==> config.mk <==
export PLATFORM = sky130hd
export DESIGN_NAME = tap_tempo_seq
export DESIGN_NICKNAME = d
export VERILOG_FILES = /design/src/rtl/tap_tempo_seq.sv
export SDC_FILE = /design/constraint.sdc
export NUM_CORES = 1
export LEC_CHECK = 0
export BUFFER_PORTS_ARGS = -buffer_cell sky130_fd_sc_hd__buf_2
export CAP_MARGIN = 20
export CELL_PAD_IN_SITES_DETAIL_PLACEMENT = 0
export CELL_PAD_IN_SITES_GLOBAL_PLACEMENT = 1
export CORE_AREA = 5 5 104 106
export DETAILED_ROUTE_END_ITERATION = 10
export DIE_AREA = 0 0 109 111
export GPL_TIMING_DRIVEN = 0
export PLACE_DENSITY = 0.85
export RECOVER_POWER = 25
export SYNTH_ARGS = -nofsm -noshare
export SYNTH_HDL_FRONTEND = slang
export SYNTH_SLANG_ARGS = --single-unit
==> constraint.sdc <==
create_clock -name clk_i -period 3 [get_ports clk_i]
set_clock_uncertainty 0.15 [all_clocks]
set_input_delay 0.6 -clock clk_i [delete_from_list [all_inputs] [get_ports clk_i]]
set_output_delay 0.6 -clock clk_i [all_outputs]
set_load 0.05 [all_outputs]
==> src/rtl/tap_tempo_seq.sv <==
// Tap-tempo controller: tap interval -> divide request -> latched BPM; request one cycle after the press, one outstanding request.
// Presses during a pending divide are folded into a single follow-up request; TAP_AVG_EN enables interval averaging.
module tap_tempo_seq #(
   parameter int PER_W    = 24,
   parameter int PER_MAX  = 11718750,
   parameter int BPM_W    = 8,
   parameter int AVG_LOG2 = 2
) (
   input  logic             clk_i,
   input  logic             rst_i,
   input  logic             tp_i,
   input  logic             btn_i,
   output logic [PER_W-1:0] btn_per_o,
   output logic             btn_per_valid_o,
   input  logic [BPM_W-1:0] bpm_i,
   input  logic             bpm_valid_i,
   output logic [BPM_W-1:0] bpm_o,
   output logic             bpm_update_o,
   output logic             busy_o
);

   typedef enum logic [1:0] {S_IDLE, S_COUNT, S_REQ, S_WAIT} state_t;

   localparam logic [PER_W-1:0] PMAX = PER_W'(PER_MAX);

   state_t           state;
   logic [PER_W-1:0] cnt;
   logic [PER_W-1:0] cnt_inc;
   logic [PER_W-1:0] new_per;
   logic [PER_W-1:0] req_val;
   logic             pending;
   logic             cap;
   logic             timeout;

   // A tick coincident with a press belongs to the interval being closed.
   always_comb begin
      cnt_inc = (cnt == PMAX) ? PMAX : cnt + PER_W'(tp_i);
      new_per = (cnt_inc == '0) ? PER_W'(1) : cnt_inc;
      cap     = btn_i && (state != S_IDLE);
      timeout = (state == S_COUNT) && !btn_i && (cnt == PMAX);
   end

`ifdef TAP_AVG_EN
   localparam int DEPTH  = 1 << AVG_LOG2;
   localparam int SUM_W  = PER_W + AVG_LOG2;
   localparam int FILL_W = $clog2(DEPTH + 1);

   logic [PER_W-1:0]  hist [DEPTH];
   logic [SUM_W-1:0]  sum;
   logic [SUM_W-1:0]  sum_nxt;
   logic [FILL_W-1:0] fill;
   logic [FILL_W-1:0] fill_nxt;

   // Request value is taken from the post-capture history so a press and its request line up.
   always_comb begin
      sum_nxt  = sum;
      fill_nxt = fill;
      if (cap) begin
         sum_nxt  = sum + SUM_W'(new_per) - SUM_W'(hist[DEPTH-1]);
         fill_nxt = (fill == FILL_W'(DEPTH)) ? fill : fill + FILL_W'(1);
      end
      if (fill_nxt == FILL_W'(DEPTH))
         req_val = PER_W'(sum_nxt >> AVG_LOG2);
      else
         req_val = cap ? new_per : hist[0];
   end

   always_ff @(posedge clk_i) begin
      if (rst_i || timeout) begin
         for (int i = 0; i < DEPTH; i++) hist[i] <= '0;
         sum  <= '0;
         fill <= '0;
      end else if (cap) begin
         hist[0] <= new_per;
         for (int i = 1; i < DEPTH; i++) hist[i] <= hist[i-1];
         sum  <= sum_nxt;
         fill <= fill_nxt;
      end
   end
`else
   localparam int unused_avg_log2 = AVG_LOG2;

   logic [PER_W-1:0] last_per;

   always_comb req_val = cap ? new_per : last_per;

   always_ff @(posedge clk_i) begin
      if (rst_i || timeout)
         last_per <= '0;
      else if (cap)
         last_per <= new_per;
   end
`endif

   always_ff @(posedge clk_i) begin
      if (rst_i) begin
         state           <= S_IDLE;
         cnt             <= '0;
         pending         <= 1'b0;
         btn_per_o       <= '0;
         btn_per_valid_o <= 1'b0;
         bpm_o           <= '0;
         bpm_update_o    <= 1'b0;
      end else begin
         btn_per_valid_o <= 1'b0;
         bpm_update_o    <= 1'b0;
         case (state)
            S_IDLE: begin
               if (btn_i) begin
                  cnt   <= '0;
                  state <= S_COUNT;
               end
            end
            S_COUNT: begin
               if (btn_i) begin
                  cnt             <= '0;
                  btn_per_o       <= req_val;
                  btn_per_valid_o <= 1'b1;
                  state           <= S_REQ;
               end else if (cnt == PMAX) begin
                  cnt   <= '0;
                  state <= S_IDLE;
               end else begin
                  cnt <= cnt_inc;
               end
            end
            S_REQ: begin
               state <= S_WAIT;
               if (btn_i) begin
                  cnt     <= '0;
                  pending <= 1'b1;
               end else begin
                  cnt <= cnt_inc;
               end
            end
            S_WAIT: begin
               cnt <= btn_i ? '0 : cnt_inc;
               // Saturation here is not a timeout; S_COUNT checks it once the result is in.
               if (bpm_valid_i) begin
                  bpm_o        <= bpm_i;
                  bpm_update_o <= 1'b1;
                  if (pending || btn_i) begin
                     pending         <= 1'b0;
                     btn_per_o       <= req_val;
                     btn_per_valid_o <= 1'b1;
                     state           <= S_REQ;
                  end else begin
                     state <= S_COUNT;
                  end
               end else if (btn_i) begin
                  pending <= 1'b1;
               end
            end
            default: state <= S_IDLE;
         endcase
      end
   end

   assign busy_o = (state != S_IDLE);

endmodule

---- Yosys cells after proc, flatten, opt, wreduce, memory -nomap -nowiden ----
Cells that the tools add are included.
word-level totals
  logic and storage cells ................. 64
  flip-flop bits (word level) ............. 85
  output and inout bits ................... 35
operators by class
  multiplexer cells ....................... 27
  reduce and logical (&&, ||, !) cells .... 17
  add/subtract/negate cells ............... 1
  bitwise gates (word level) .............. 1
  eq/ne operators ......................... 10
operator list
  kind                    count
  $mux W24                10
  $pmux W24 S3            1
  $pmux W24 S2            1
  $add A24 B1 Y24         1
  $eq A24 B24 Y1 const B  1
  $logic_not A24 Y1       1
  $mux W2                 5
  $ne A2 B2 Y1 const B    4
  $pmux W2 S4             1
  $mux W1                 7
  $reduce_bool A2 Y1      3
  $eq A2 B2 Y1 const B    2
  $pmux W1 S2             2
  $reduce_and A2 Y1       2
  $reduce_and A4 Y1       1
  $reduce_or A2 Y1        2
  $logic_and A1 B1 Y1     3
  $ne A3 B2 Y1 const B    1
  $ne A3 B3 Y1 const B    1
  $reduce_and A3 Y1       1
  $eq A2 B1 Y1 const B    1
  $logic_not A2 Y1        1
  $logic_or A1 B1 Y1      2
  $logic_not A1 Y1        1
  $not A1 Y1              1

---- Depth between registers and ports, before layout ----
Gate-level depths: netlist of run 1.
  depth in word-level cells ............... 8
  gate-level depth with buffers ........... 9
  depth with buffers taken out ............ 8

---- Worst setup path before layout of run 1 ----
No wires, ideal clock.
  path kind ............................... input to register
  from .................................... input port tp_i
  to ...................................... register btn_per_o[0]
  required time ........................... 2762 ps
  stages .................................. 9
  arrival time ............................ 2312 ps
  setup slack ............................. 450 ps
  path through ............................ ha_1 > clkbuf_1 > nand2_1 > nor4_1 > nand2_1 > xor2_1 > and4bb_2 > nand4_1 > a311oi_2
on the way
  word-level cells in the longest chain between the ends .. 8
  elaborated cells between the ends (all ways) .. 9
  classes of those cells .................. add/sub (1); mux (7); reduce/logical (1)
RTL lines
  what                  RTL line  RTL
  from (decl)           11        input logic tp_i,
  $add A24 B1 Y24 (*)   37        cnt_inc = (cnt == PMAX) ? PMAX : cnt + PER_W'(tp_i);
  $mux W24 (*)          37
  $logic_not A24 Y1     38        new_per = (cnt_inc == '0) ? PER_W'(1) : cnt_inc;
  $mux W24 (*)          38
  $mux W24 (*)          --
  $mux W24              142       if (pending || btn_i) begin
  $mux W24              139       if (bpm_valid_i) begin
  $pmux W24 S2 (*)      107       case (state)
  to (signal assigned)  117       btn_per_o <= req_val;
  to (signal assigned)  144       btn_per_o <= req_val;
  to (decl)             13        output logic [PER_W-1:0] btn_per_o,
Mark *: on every way between the ends. The rest lies on a longest branch, timed or not. The select of a mux whose other input is x is not followed.
A chain may end at the register's enable or synchronous reset.

---- Worst setup path in the final report of run 1 ----
  from .................................... register cnt[3]
  to ...................................... register btn_per_o[0]
on the way
  word-level cells in the longest chain between the ends .. 8
  elaborated cells between the ends (all ways) .. 10
  classes of those cells .................. add/sub (1); eq/ne (1); mux (7); reduce/logical (1)
RTL lines
  what                                               RTL line  RTL
  from (decl)                                        27        logic [PER_W-1:0] cnt;
  from (signal assigned)                             124       cnt <= cnt_inc;
  from (signal assigned)                             133       cnt <= cnt_inc;
  from (signal assigned)                             137       cnt <= btn_i ? '0 : cnt_inc;
  $add A24 B1 Y24 or $eq A24 B24 Y1 (tied branches)  37
  $mux W24 (*)                                       37
  $logic_not A24 Y1                                  38
  $mux W24 (*)                                       38
  $mux W24 (*)                                       --
  $mux W24                                           142
  $mux W24                                           139
  $pmux W24 S2 (*)                                   107
Marks and branches as above.

==> flow_summary.ini, run 1 <==
[cts]
cts_tree = yes
clkLatencyLatePin_ps = 370
root_buffer = clkbuf_8
post_cts_buffers = 0
numCtsBuffers = 9
cts.sinks = 85
h-tree-depth = 3
clock_path_buffers = 2
path_clk_slew_ps = 100

[status]
status = finished clean

[timing]
timing.hold.ws_ps = 308
fin_crit_sh_pct = 97.1
fin_ws_ps = 87.1
tightest_slew_ps = 736
finalSetupViolations = 0
finalSetupTns_ps = 0
layout_min_cycle_time_ps = 2910
fmax_mhz = 343
rsz0062_at_grt = true
slew_viol_final = 0
final_hold_viol_count = 0
slew_headroom_pct = 50.5

[synth]
synth.avg_cell_area_um2 = 7.88
synth_ff_type = dfxtp_1
syn_inst = 520
synth_warnings = 0
yosys.cell_count.top_type = nand2_1
syn_area_um2 = 4100
synthTopCellsByArea = dfxtp_1 42%, nand2_1 8.1%, a21oi_1 5.7%
synthesis.nets = 535
synth_cell_types = 52
synth_top_area_share_pct = 41.6
synthTopCellsByCount = 88 x nand2_1, 85 x dfxtp_1, 58 x nor2_1, 47 x a21oi_1, 37 x o21ai_0
synth-seq-area-share_pct = 41.6
async_reset_ff_share_pct = 0
synth-seq-cells = 85
synth-edff-count = 0
synth_top_cell_by_area = dfxtp_1

[routing]
num_vias = 3791
wirelength_um = 11000
drc = 0
dr.pass1.iters = 5
ant_nets = 0
drt_iter0_markers = 253
wire_per_inst_um = 15.3
avgViaCountPerCell = 5.29

[placed_design]
post_dp_cell_area_um2 = 4500
dp_hpwl_um = 8230
gp_congestion = 0.893
place_ws_ps = -293
portBuffers = 47

[worst_hold_path]
holdCritPathClass = reg2reg

[global_route]
grt_usage_pct = 18.6
grt_pass1_wl_um = 17900
grt_start_max_net_pins = 16
grt_pass1_vias = 3542
antenna_found_initial = 0
gr-total-overflow = 0

[flow_run]
maxCapViolCount = 0

[worst_setup_path]
max_stage_delay_ps = 700
cp_top_family = simple AND/OR/NAND/NOR gates
critical_path_class = reg2reg
worstPathMaxFanout = 9
crit_path_start_kind = flop
critPathSlowestCell = nor4_2
arrival_ps = 3040
worstPathRequired_ps = 3130
worst-path-buf-inv = 1
worstPathCellList = buf_2, nand4_2, nor4_2, xnor2_1, nand3_1, nor3_1, nand4_1, a311oi_2
end_kind = flop

[power_and_ir_drop]
p_total_mw = 2.13
ir_drop_mv = 0.350
p_per_area_nw_per_um2 = 457
p_leak_nw = 1.56

[die]
die_h_um = 111
die_w_um = 109
io_pins = 48
core_area_um2 = 9680
rows = 36
dieArea_um2 = 12100
start_util_pct = 42.3

[cells_and_area]
fillCellCount = 1026
syn_to_final_growth_pct = 13.7
nets = 593
antenna_cells = 0
drive_gt1_share_pct = 11.8
final_design_area_no_fill_um2 = 4660
-- state kept, by name (all words and copies together), names as in the netlist --
| signal | flops |
|---|---|
| state | 2 |
| pending | 1 |
| bpm_update_o | 1 |
| btn_per_o | 24 |
| bpm_o | 8 |
| cnt | 24 |
| last_per | 24 |
| btn_per_valid_o | 1 |
-- timing repair --
item / in CTS / in global routing
endpoints found under the hold margin: 0 / 0
hold buffers: 0 / 0
endpoints found under the setup margin: 0 / 5
gates resized for setup: 0 / 4
-- final cells by class --
type                       instances  area [µm²]  area share, %
multi-input combinational        388        2190           47.1
clock buffer                      10         138           2.96
tap                              133         166           3.57
timing repair buffer              47         201           4.33
buffer                            40         186           4.00
clock inverter                     6        45.0          0.967
inverter                           7        26.3          0.564
sequential                        85        1700           36.5
-- through the flow --
stage	std cells	util [%]
6_report	716	48.1
4_1_cts	716	48.3
5_1_grt	716	48.1
3_5_place_dp	700	46.4
3_3_place_gp	700	46.4
2_1_floorplan	520	-
-- layout by cell type (no fill, tap or decap), drive strengths merged, types with 3 or more instances in the layout --
cell,Yosys,routed
clkinvlp,0,3
xnor2,21,21
mux2i,4,4
and3,3,3
a21oi,47,47
nand4bb,3,3
and4bb,3,3
nand3,11,11
nor2,58,58
buf,17,37
nor4,5,5
or3,3,3
dfxtp,85,85
a211oi,4,4
clkbuf,23,60
inv,7,9
nand4,14,14
nor2b,20,20
o21ai,39,39
a31oi,3,3
xor2,12,12
nand2,89,89
nand3b,4,4
and2,3,3
nor3,15,15
and4,3,3
-- cells by family (layout without fill, tap and decap cells) --
group,count (synthesis),in the layout,share of synthesized area (%)
AOI/OAI and AO/OA,107,107,14.6
xor gates and xnor gates,33,33,7.06
adders and majority gates,2,2,0.611
buffers and inverters,47,110,5.16
DFF,85,85,41.6
muxes,5,5,1.25
and+or+nand+nor,241,241,29.7
-- path summary, 6_finish.rpt --
| check | startpoint | to | slack (ps) | depth (start not counted) |
|---|---|---|---|---|
| max reg2reg | cnt[3] | btn_per_o[0] | 90 | 8 |
| min | bpm_o[4] | bpm_o[4] | 310 | 2 |
| min reg2reg | bpm_o[4] | bpm_o[4] | 310 | 2 |
| max | cnt[3] | btn_per_o[0] | 90 | 8 |
-- report_power, final --
part | internal, mW | switching, mW | total [mW]
Sequential | 1.14 | 0.00787 | 1.15
Clock | 0.328 | 0.453 | 0.781
Combinational | 0.0486 | 0.149 | 0.198
-- worst min-delay path, cell delays in order (launching register included) --
cell	delay [ps]
dfxtp_1	320
nand2_1	50
a21oi_1	50
-- metal layers --
layer	global-route usage, %	routed length, µm	up-vias
met5	0	0	-
met4	5.89	232	0
li1	-	-	1885
met1	25.3	5070	1790
met2	29.0	5150	96
met3	4.48	500	20
Note: power is estimated with default switching activity, not from simulation.
==> inputs of run 2 (changes only) <==
--- a/config.mk
+++ b/config.mk
@@ -9,9 +9,9 @@
 export CAP_MARGIN = 20
 export CELL_PAD_IN_SITES_DETAIL_PLACEMENT = 0
 export CELL_PAD_IN_SITES_GLOBAL_PLACEMENT = 1
-export CORE_AREA = 5 5 104 106
+export CORE_AREA = 5 5 109 101
 export DETAILED_ROUTE_END_ITERATION = 10
-export DIE_AREA = 0 0 109 111
+export DIE_AREA = 0 0 114 106
 export GPL_TIMING_DRIVEN = 0
 export PLACE_DENSITY = 0.85
 export RECOVER_POWER = 25
==> run 2 against run 1 <==
Net effect: critical path depth unchanged; flip-flop and latch count unchanged; via count down 0.29%; sequential power about the same; die area down 0.12%; critical path type unchanged; critical endpoint unchanged; highest routed layer unchanged.
==> flow_summary.ini, run 2 (synthesized netlist as in run 1, its figures left out) <==
[die]
core_area_um2 = 9850
die_w_um = 114
die_h_um = 106
start_util_pct = 41.6
dieArea_um2 = 12100
io_pins = 48
rows = 35

[cells_and_area]
layout_commonest_cell = nand2_1
multiInputGateArea_um2 = 2200
nets = 593
top_regs = btn_per_o (24), cnt (24), last_per (24)
drive_gt1_share_pct = 11.7
seq_area_um2 = 1700
final_core_util_pct = 47.5
syn_to_final_growth_pct = 14.3
final_cell_mix = 88 x nand2_1, 85 x dfxtp_1, 57 x nor2_1
antenna_cells = 0
fillCellCount = 1044

[worst_setup_path]
critical_path_class = reg2reg
critPathSlowestCell = nor2_1
worstPathCellList = buf_2, nand4_2, nor2_1, nand4_1, xnor2_1, nor3_1, nand4_1, a311oi_2
end_kind = flop
crit_path_frequent_cell = nand4_1
worst-path-buf-inv = 1
cp_top_family = simple AND/OR/NAND/NOR gates
arrival_ps = 2820
worstPathMaxFanout = 9
crit_path_start_kind = flop
worstPathRequired_ps = 3120
max_stage_delay_ps = 420

[timing]
final_hold_viol_count = 0
fin_ws_ps = 294
slew_headroom_pct = 57.0
rsz0062_at_grt = false
layout_min_cycle_time_ps = 2710
slew_viol_final = 0
fin_crit_sh_pct = 90.2
fmax_mhz = 370
finalSetupViolations = 0
tightest_slew_ps = 645

[routing]
drc = 0
wirelength_um = 10800
num_vias = 3780
dr.pass1.iters = 4
wire_per_inst_um = 15.1
avgViaCountPerCell = 5.31
ant_nets = 0
drt_iter0_markers = 216

[cts]
post_cts_buffers = 0
cts_hold_buf = 0
h-tree-depth = 3
cts_tree = yes
cts.sinks = 85
root_buffer = clkbuf_8
path_clk_slew_ps = 90
clock_path_buffers = 2
clkLatencyLatePin_ps = 350
numCtsBuffers = 9

[placed_design]
portBuffers = 47
dp_hpwl_um = 8110
gp_congestion = 0.883
place_ws_ps = -306

[global_route]
grt_pass1_wl_um = 18100
grt_usage_pct = 18.3
antenna_found_initial = 0
grt_pass1_vias = 3686
grt_start_max_net_pins = 16
gr-total-overflow = 0

[power_and_ir_drop]
p_leak_nw = 1.58
ir_drop_mv = 0.257
p_per_area_nw_per_um2 = 465
p_total_mw = 2.17

[worst_hold_path]
holdCritPathClass = reg2reg

[status]
status = finished clean

[flow_run]
maxCapViolCount = 0
## run 2: path summary, 6_finish.rpt
kind	start	to	slack, ps	cells after the start
setup reg to reg	cnt[3]	btn_per_o[0]	290	8
hold reg to reg	btn_per_o[10]	btn_per_o[10]	300	2
setup / recovery	cnt[3]	btn_per_o[0]	290	8
hold / removal	btn_per_o[10]	btn_per_o[10]	300	2
## run 2: layout make-up
class / count / share of cell area, %
Buffer: 40 / 4.01
Clock buffer: 10 / 2.73
Clock inverter: 6 / 1.52
Inverter: 7 / 0.561
Multi-Input combinational cell: 388 / 47.1
Sequential cell: 85 / 36.4
Tap cell: 129 / 3.45
Timing Repair Buffer: 47 / 4.25
## run 2: timing repair
item                                    CTS  global route
endpoints found under the hold margin     0             0
endpoints found under the setup margin    1             2
gates resized for setup                   1             7
## run 2: worst reg2reg max path: stages (launching register included)
cell,delay (ps)
dfxtp_1,310
buf_2,200
nand4_2,290
nor2_1,430
nand4_1,170
xnor2_1,270
nor3_1,310
nand4_1,230
a311oi_2,280
## run 2: per-layer routing
metal | up-vias | GRT usage [%] | wire, µm
met5 | - | 0 | 0
met4 | 0 | 4.75 | 169
met3 | 16 | 3.47 | 631
met2 | 98 | 28.6 | 4880
met1 | 1779 | 25.9 | 5090
li1 | 1887 | - | -
## run 2: stage by stage
stage | area, µm² | setup TNS [ps] | cells | hold WS [ps]
4_1_cts | 4700 | 0 | 712 | 305
2_1_floorplan | 4100 | 0 | 520 | 294
6_report | 4680 | 0 | 712 | 305
3_5_place_dp | 4490 | -508 | 696 | 294
5_1_grt | 4680 | 0 | 712 | 317
3_3_place_gp | 4490 | -494 | 696 | 290
## run 2: where the power goes
part	total [mW]	internal, mW	switching [mW]
clock	0.825	0.393	0.432
sequential	1.15	1.14	0.00801
combinational	0.201	0.0483	0.152
